**src/rtl/uart_pkg.sv**
```systemverilog
// Types and helpers shared by the UART transmitter and receiver.
// Transmit FSM states and the bit-period calculation used by both directions.
package uart_pkg;

    localparam int UART_DATA_BITS = 8;

    typedef enum logic [2:0] {
        IDLE,
        START,
        DATA,
        PARITY,
        STOP
    } tx_state_t;

    // Truncating division: the line runs slightly fast when CLK_FREQ is not a multiple of BAUD.
    function automatic int clks_per_bit(input int clk_freq, input int baud);
        return clk_freq / baud;
    endfunction

endpackage

```
**src/rtl/uart_byte_fifo.sv**
```systemverilog
// Byte FIFO with registered pointers/count/flags; head is visible combinationally on dout.
// Writes while full and reads while empty are ignored; one-cycle write-to-visible latency.
module uart_byte_fifo
    import uart_pkg::*;
#(
    parameter int DEPTH = 8
) (
    input  logic                          clk,
    input  logic                          rst,
    input  logic                          wr_en,
    input  logic [UART_DATA_BITS-1:0]     din,
    input  logic                          rd_en,
    output logic [UART_DATA_BITS-1:0]     dout,
    output logic [$clog2(DEPTH):0]        count,
    output logic                          full,
    output logic                          empty
);
    localparam int AW = $clog2(DEPTH);
    localparam int CW = AW + 1;

    logic [UART_DATA_BITS-1:0] r_mem [DEPTH];
    logic [AW-1:0]             r_wr_ptr;
    logic [AW-1:0]             r_rd_ptr;
    logic                      w_wr;
    logic                      w_rd;
    logic [CW-1:0]             w_count_nxt;

    assign w_wr = wr_en && !full;
    assign w_rd = rd_en && !empty;
    assign dout = r_mem[r_rd_ptr];

    always_comb begin
        w_count_nxt = count;
        case ({w_wr, w_rd})
            2'b10:   w_count_nxt = count + 1'b1;
            2'b01:   w_count_nxt = count - 1'b1;
            default: w_count_nxt = count;
        endcase
    end

    // Storage is not reset; the pointers alone define what is valid.
    always_ff @(posedge clk) begin
        if (w_wr) begin
            r_mem[r_wr_ptr] <= din;
        end
    end

    always_ff @(posedge clk or posedge rst) begin
        if (rst) begin
            r_wr_ptr <= '0;
            r_rd_ptr <= '0;
            count    <= '0;
            full     <= 1'b0;
            empty    <= 1'b1;
        end else begin
            if (w_wr) begin
                r_wr_ptr <= r_wr_ptr + 1'b1;
            end
            if (w_rd) begin
                r_rd_ptr <= r_rd_ptr + 1'b1;
            end
            count <= w_count_nxt;
            full  <= (w_count_nxt == CW'(DEPTH));
            empty <= (w_count_nxt == '0);
        end
    end

endmodule

```
**src/rtl/uart_tx_buffered.sv**
```systemverilog
// Buffered UART transmitter: byte FIFO feeding an 8N1/8E1/8O1 serialiser, LSB first.
// tx falls one edge after a write into an idle, empty buffer; writes while full are dropped.
module uart_tx_buffered
    import uart_pkg::*;
#(
    parameter int CLK_FREQ   = 100000000,
    parameter int BAUD       = 9600,
    parameter int FIFO_DEPTH = 8,
    parameter int PARITY_EN  = 0,
    parameter int PARITY_ODD = 0
) (
    input  logic                          clk,
    input  logic                          rst,
    input  logic [7:0]                    din,
    input  logic                          wr_en,
    output logic                          full,
    output logic [$clog2(FIFO_DEPTH):0]   fifo_count,
    output logic                          tx,
    output logic                          busy,
    output logic                          done
);
    localparam int              CPB       = clks_per_bit(CLK_FREQ, BAUD);
    localparam int              CW        = (CPB > 1) ? $clog2(CPB) : 1;
    localparam logic [CW-1:0]   BAUD_LAST = CW'(CPB - 1);
    localparam logic [2:0]      LAST_BIT  = 3'(UART_DATA_BITS - 1);

    tx_state_t                 r_state;
    tx_state_t                 w_state_nxt;
    logic [CW-1:0]             r_baud_cnt;
    logic [CW-1:0]             w_baud_nxt;
    logic [2:0]                r_bit_idx;
    logic [2:0]                w_bit_nxt;
    logic [UART_DATA_BITS-1:0] r_shift;
    logic [UART_DATA_BITS-1:0] w_shift_nxt;
    logic                      r_parity;
    logic                      w_parity_nxt;
    logic                      r_tx;
    logic                      w_tx_nxt;
    logic                      w_pop;
    logic                      w_done;
    logic                      w_bit_end;
    logic                      w_fifo_empty;
    logic [UART_DATA_BITS-1:0] w_fifo_dout;

    uart_byte_fifo #(
        .DEPTH (FIFO_DEPTH)
    ) u_fifo (
        .clk   (clk),
        .rst   (rst),
        .wr_en (wr_en),
        .din   (din),
        .rd_en (w_pop),
        .dout  (w_fifo_dout),
        .count (fifo_count),
        .full  (full),
        .empty (w_fifo_empty)
    );

    assign w_bit_end = (r_baud_cnt == BAUD_LAST);

    always_comb begin
        w_state_nxt  = r_state;
        w_baud_nxt   = r_baud_cnt + 1'b1;
        w_bit_nxt    = r_bit_idx;
        w_shift_nxt  = r_shift;
        w_parity_nxt = r_parity;
        w_pop        = 1'b0;
        w_done       = 1'b0;

        case (r_state)
            IDLE: begin
                w_baud_nxt = '0;
                if (!w_fifo_empty) begin
                    w_pop       = 1'b1;
                    w_state_nxt = START;
                end
            end
            START: begin
                if (w_bit_end) begin
                    w_baud_nxt  = '0;
                    w_bit_nxt   = '0;
                    w_state_nxt = DATA;
                end
            end
            DATA: begin
                if (w_bit_end) begin
                    w_baud_nxt  = '0;
                    w_shift_nxt = {1'b0, r_shift[UART_DATA_BITS-1:1]};
                    if (r_bit_idx == LAST_BIT) begin
                        w_state_nxt = (PARITY_EN != 0) ? PARITY : STOP;
                    end else begin
                        w_bit_nxt = r_bit_idx + 3'd1;
                    end
                end
            end
            PARITY: begin
                if (w_bit_end) begin
                    w_baud_nxt  = '0;
                    w_state_nxt = STOP;
                end
            end
            STOP: begin
                if (w_bit_end) begin
                    w_baud_nxt = '0;
                    w_done     = 1'b1;
                    if (!w_fifo_empty) begin
                        w_pop       = 1'b1;
                        w_state_nxt = START;
                    end else begin
                        w_state_nxt = IDLE;
                    end
                end
            end
            default: begin
                w_baud_nxt  = '0;
                w_state_nxt = IDLE;
            end
        endcase

        // Parity is latched at pop because the shift register is consumed during DATA.
        if (w_pop) begin
            w_shift_nxt  = w_fifo_dout;
            w_parity_nxt = (^w_fifo_dout) ^ (PARITY_ODD != 0);
        end

        case (w_state_nxt)
            START:   w_tx_nxt = 1'b0;
            DATA:    w_tx_nxt = w_shift_nxt[0];
            PARITY:  w_tx_nxt = w_parity_nxt;
            default: w_tx_nxt = 1'b1;
        endcase
    end

    always_ff @(posedge clk or posedge rst) begin
        if (rst) begin
            r_state    <= IDLE;
            r_baud_cnt <= '0;
            r_bit_idx  <= '0;
            r_shift    <= '0;
            r_parity   <= 1'b0;
            r_tx       <= 1'b1;
        end else begin
            r_state    <= w_state_nxt;
            r_baud_cnt <= w_baud_nxt;
            r_bit_idx  <= w_bit_nxt;
            r_shift    <= w_shift_nxt;
            r_parity   <= w_parity_nxt;
            r_tx       <= w_tx_nxt;
        end
    end

    assign tx   = r_tx;
    assign busy = (r_state != IDLE);
    assign done = w_done;

endmodule

```
**config.mk**
```make
export PLATFORM = sky130hd
export DESIGN_NAME = uart_tx_buffered
export DESIGN_NICKNAME = d
export VERILOG_FILES = /design/src/rtl/uart_pkg.sv /design/src/rtl/uart_byte_fifo.sv /design/src/rtl/uart_tx_buffered.sv
export SDC_FILE = /design/constraint.sdc
export NUM_CORES = 1
export LEC_CHECK = 0
export CORE_ASPECT_RATIO = 0.6
export CORE_MARGIN = 2
export CORE_UTILIZATION = 60
export CTS_BUF_LIST = sky130_fd_sc_hd__clkbuf_16
export DETAILED_ROUTE_END_ITERATION = 12
export PLACE_DENSITY = 0.79
export REMOVE_ABC_BUFFERS = 1
export SETUP_SLACK_MARGIN = 0.4
export SLEW_MARGIN = 25
export SYNTH_ARGS = -nofsm -noshare
export SYNTH_HDL_FRONTEND = slang
export SYNTH_HIERARCHICAL = 1
export SYNTH_SLANG_ARGS = --single-unit
export TNS_END_PERCENT = 20
```
**constraint.sdc**
```tcl
create_clock -name clk -period 4.7 [get_ports clk]
set_clock_uncertainty 0.2 [all_clocks]
set_input_delay 0.94 -clock clk [delete_from_list [all_inputs] [get_ports clk]]
set_output_delay 0.94 -clock clk [all_outputs]
set_load 0.01 [all_outputs]
```
==> results.md <==
Synth:
- The area share of fa/ha/maj cells after synthesis is 1.837%.
- Sorting the synthesized cells by how often they occur yields edfxtp_1 (64), dfrtp_1 (40), nand2_1 (34).
- The number of enable-type register cells in the synthesized netlist is 64.
- The post-synthesis mux area share is 11.18%.
- Yosys attributes the largest share of cell area to edfxtp_1 (40%), dfrtp_1 (21%), mux4_1 (8.8%), xnor2_1 (3.1%), nand2_1 (2.7%).
- The prevailing post-synth register cell is edfxtp_1.
- The dominant combinational cell family by area after synthesis is simple AND/OR/NAND/NOR gates.
- The count of warnings emitted by yosys is 6.
- Summing the areas of all xor and xnor instances in the mapped netlist gives 4.777% of the synthesized area.
- In this run, synthesis produced a sequential element count of 106.
- The share of synthesized area in the top cell type comes to 40.31%.
- Synthesis produced a netlist whose cell count is 328.
- The largest total area in the synthesized netlist belongs to edfxtp_1.
- The fraction of the yosys area taken by sequential cells is 62.41%.
- The post-synthesis instance area is 0.004767 mm^2.
- The per-instance average area after synthesis is 14.53 um^2.
- After synthesis, the netlist uses 53 different library cells.
- The most used standard cell by instance count after synthesis is edfxtp_1.
- The post-synthesis simple-gate area fraction is 12.18%.
- The share of synthesized flip-flops with an asynchronous set or reset is 39.62%.
- The synthesized netlist devotes 4.829% of its cell area to compound gates.

Timing:
- Timing would allow up to 257.9 MHz.
- The final critical delay including setup and external delays is 3.877 ns.
- Setup repair after global routing left no endpoint under its margin.
- The number of failing hold endpoints at the final stage is 0.
- The minimum setup slack in the final design is 0.8232 ns.
- For the pin with the worst max-slew slack, the measured transition is 0.9598 ns.
- Final hold analysis gives a worst-case slack of 0.2804 ns.
- The sum of negative setup slack is 0 ns.
- The max-slew violation count is 0.
- Of the available clock period, the critical path in the final layout requires 82.49%.
- The number of endpoints failing setup at the final stage is 0.
- In this run the tightest slew margin relative to its limit is 35.78%.

Power and ir drop:
- In this run the static leakage power is 0.002038 uW.
- The ratio of total power to cell area is 584.3 mW/mm^2.
- The maximum ir drop on the vdd rail is 0.4264 mV.

Worst setup path:
- The number of buffers and inverters on the critical path is 1.
- The biggest cell delay along the critical path is 0.64 ns.
- For this design, the slowest cell found on the critical path is or4_4.
- The largest delay contributor family on the critical path is simple AND/OR/NAND/NOR gates.
- The critical path crosses 13 cells after its start point.
- For the worst setup path, the data required time is 4.73 ns.
- The worst setup path is launched from a register.
- The signal on the critical path passes through or4b_4 -> or4_4 -> a21oi_4 -> nand2b_4 -> inv_1 -> nand2_1 -> xnor2_1 -> ha_1 -> a21oi_1 -> nor3_1 -> nor3_1 -> xor2_1 -> nor3_1.
- The worst endpoint data arrival time is 3.90 ns.
- The startpoint identified for the worst register-to-register timing path is r_baud_cnt[9].
- The number of cells on the worst reg-to-reg path is 13.
- The kind of end point of the critical path is a register.
- The worst register-to-register path ends at u_fifo/full.
- The worst setup path is of the register to register kind.
- The register-to-register path setup slack is 0.82 ns.
- The library cell appearing most often on the critical path is nor3_1.
- Of all nets on the critical path, the largest fanout is 11.

Global route:
- The first-pass GRT wire length is 14070 um.
- The maximum number of pins on one net before global-route repair is 31.
- The number of global-route vias before repair was 2705.
- The total global-route track usage is 22.04%.
- The number of antenna violations at the first check in global routing is 0.
- The overflow left after global routing is 0.

Clock network:
- The CTS tree is done.
- The number of gates given a new drive strength after cts is 0.
- After clock tree synthesis, the clock-pin slew on the worst setup and hold paths is 0.07 ns.
- The clock passes through at most 2 buffers.
- The cell at the root of the clock tree is clkbuf_16.
- The clock insertion delay at the later pin of the skew report is 0.35 ns.
- The post-CTS setup-driven buffer insertion count is 0.
- The TritonCTS buffer count is 9.
- The H-tree was split into 3 levels.
- Counting every sink on the clock net gives 106.
- The number of hold buffers added after CTS is 0.

Drt:
- The vias after detailed routing is 2688.
- Dividing the detail-routed wire length by the instance count gives 18.47 um.
- For this block, the routed nets add up to 8495 um of wire.
- The first detailed-routing pass took 4 iterations.
- In this run the remaining antenna-violating nets after routing total 0.
- After detailed routing, the number of remaining DRC violations is 0.
- The detailed router finished its first iteration with 186 violations.
- Using the TritonRoute via totals, the vias-per-cell ratio works out to 5.843.

Finish:
- The number of cells in the finished layout apart from fillers is 460.
- The number of antenna diodes in the final layout is 0.
- The finished cells cover 0.005321 mm^2.
- The area added between synthesis and finish is 11.63%.
- The fraction of layout instances using a drive strength above 1 is 11.08%.
- The number of nets in the final layout is 365.

Place:
- Once detailed placement completed, the half-perimeter wirelength came to 5604 um.
- The setup slack after placement is 0.9622 ns.
- The count of placed standard cells including taps is 444.
- The placement-stage cell area is 0.005006 mm^2.
- The congestion estimate from routability-driven global placement came to 0.8052.
- The count of buffers added on input and output ports is 18.

Die:
- The die is 73.05 um tall.
- In this run the standard cell core region covers 0.007789 mm^2.
- The starting utilization of the core area is 61.20%.
- The floorplan die width is 119.1 um.
- The floorplan row count is 25.
- 19 I/O pins were placed.
- The die covers 0.008698 mm^2.

Worst hold path:
- The worst hold path was traced through 2 stages.
- The end of the worst hold path is r_shift[1].
- The source of the worst hold timing path is r_shift[2].
- The kind of path behind the tightest hold check is register to register.

Flow run:
- The number of max-cap violations is 0.

Run status:
- The run finished with clean final reports.
registers in the layout, indices dropped and copies added, names as in the netlist, 3 cells and up:
name / count
u_fifo/r_wr_ptr: 3
u_fifo/r_mem: 64
r_bit_idx: 3
r_shift: 8
r_baud_cnt: 14
u_fifo/r_rd_ptr: 3
u_fifo/count: 4
r_state: 3
per-layer routing:
layer	track usage, %	vias up	wire (um)
met5	0	-	0
met4	5.159	0	86
met3	7.422	8	437
met2	32.69	62	3806
met1	32.11	1364	4165
li1	-	1254	-
cells by family after synthesis:
family,Yosys count
AOI/OAI and AO/OA,31
xor gates and xnor gates,26
buffers and inverters,23
DFF,106
and+or+nand+nor,109
adders and majority gates,7
muxes,26
worst max path at each step:
stage / from / endpoint / slack, ns
6_report: r_baud_cnt[9] / u_fifo/full / 0.82
2_1_floorplan: r_baud_cnt[9] / u_fifo/empty / 1.23
5_1_grt: r_baud_cnt[9] / u_fifo/full / 0.65
4_1_cts: r_baud_cnt[9] / u_fifo/full / 0.87
3_5_place_dp: r_baud_cnt[9] / u_fifo/full / 0.96
3_3_place_gp: r_baud_cnt[9] / u_fifo/full / 1.07
power by group:
part           switching (uW)  leakage (uW)  internal [uW]  total, uW
registers                 200       0.00110           1200       1400
logic                     439      0.000791            485        924
clock network             321      0.000151            465        787
total                     960       0.00204           2150       3110
stage by stage:
step | total power, uW | utilization (%)
2_1_floorplan | 2041 | -
3_3_place_gp | 2288 | 64.27
3_5_place_dp | 2331 | 64.27
4_1_cts | 3124 | 68.32
5_1_grt | 3274 | 68.32
6_report | 3109 | 68.32
placed cells by master (no fill, tap or decap), types with 2 or more instances in the layout:
master	instances
edfxtp_1	64
dfrtp_1	40
nand2_1	34
nor2_1	30
clkdlybuf4s50_1	18
xnor2_1	17
mux4_1	16
inv_1	9
xor2_1	9
clkbuf_16	9
mux2_2	9
a22oi_1	7
ha_1	7
nand2b_1	6
a22o_1	6
nand4_1	5
nand3_1	5
nor3_1	5
o21ai_0	4
nor3b_1	4
nor2b_1	3
and3_1	3
a21oi_1	3
o211ai_1	2
o31ai_1	2
inv_2	2
clkinv_1	2
bufinv_16	2
inv_6	2
dfstp_2	2
buf_4	2
worst register-to-register path, delay by kind of cell (launching register included):
family          cells  cell delay, ns
flops               1            0.44
buf+inv             1            0.16
compound gates      2            0.55
fa+ha+maj           1            0.18
xor+xnor            2            0.41
simple gates        7            1.82
cell type report:
type | instances | area [um^2]
flip-flops and latches | 106 | 2975
fillers | 515 | 2467
multi-input cells | 199 | 1659
clock buffers | 9 | 225.2
repair buffers | 20 | 195.2
well taps | 108 | 135.1
clock inverters | 7 | 90.09
inverters | 11 | 41.29
(Power assumes the default switching activity.)
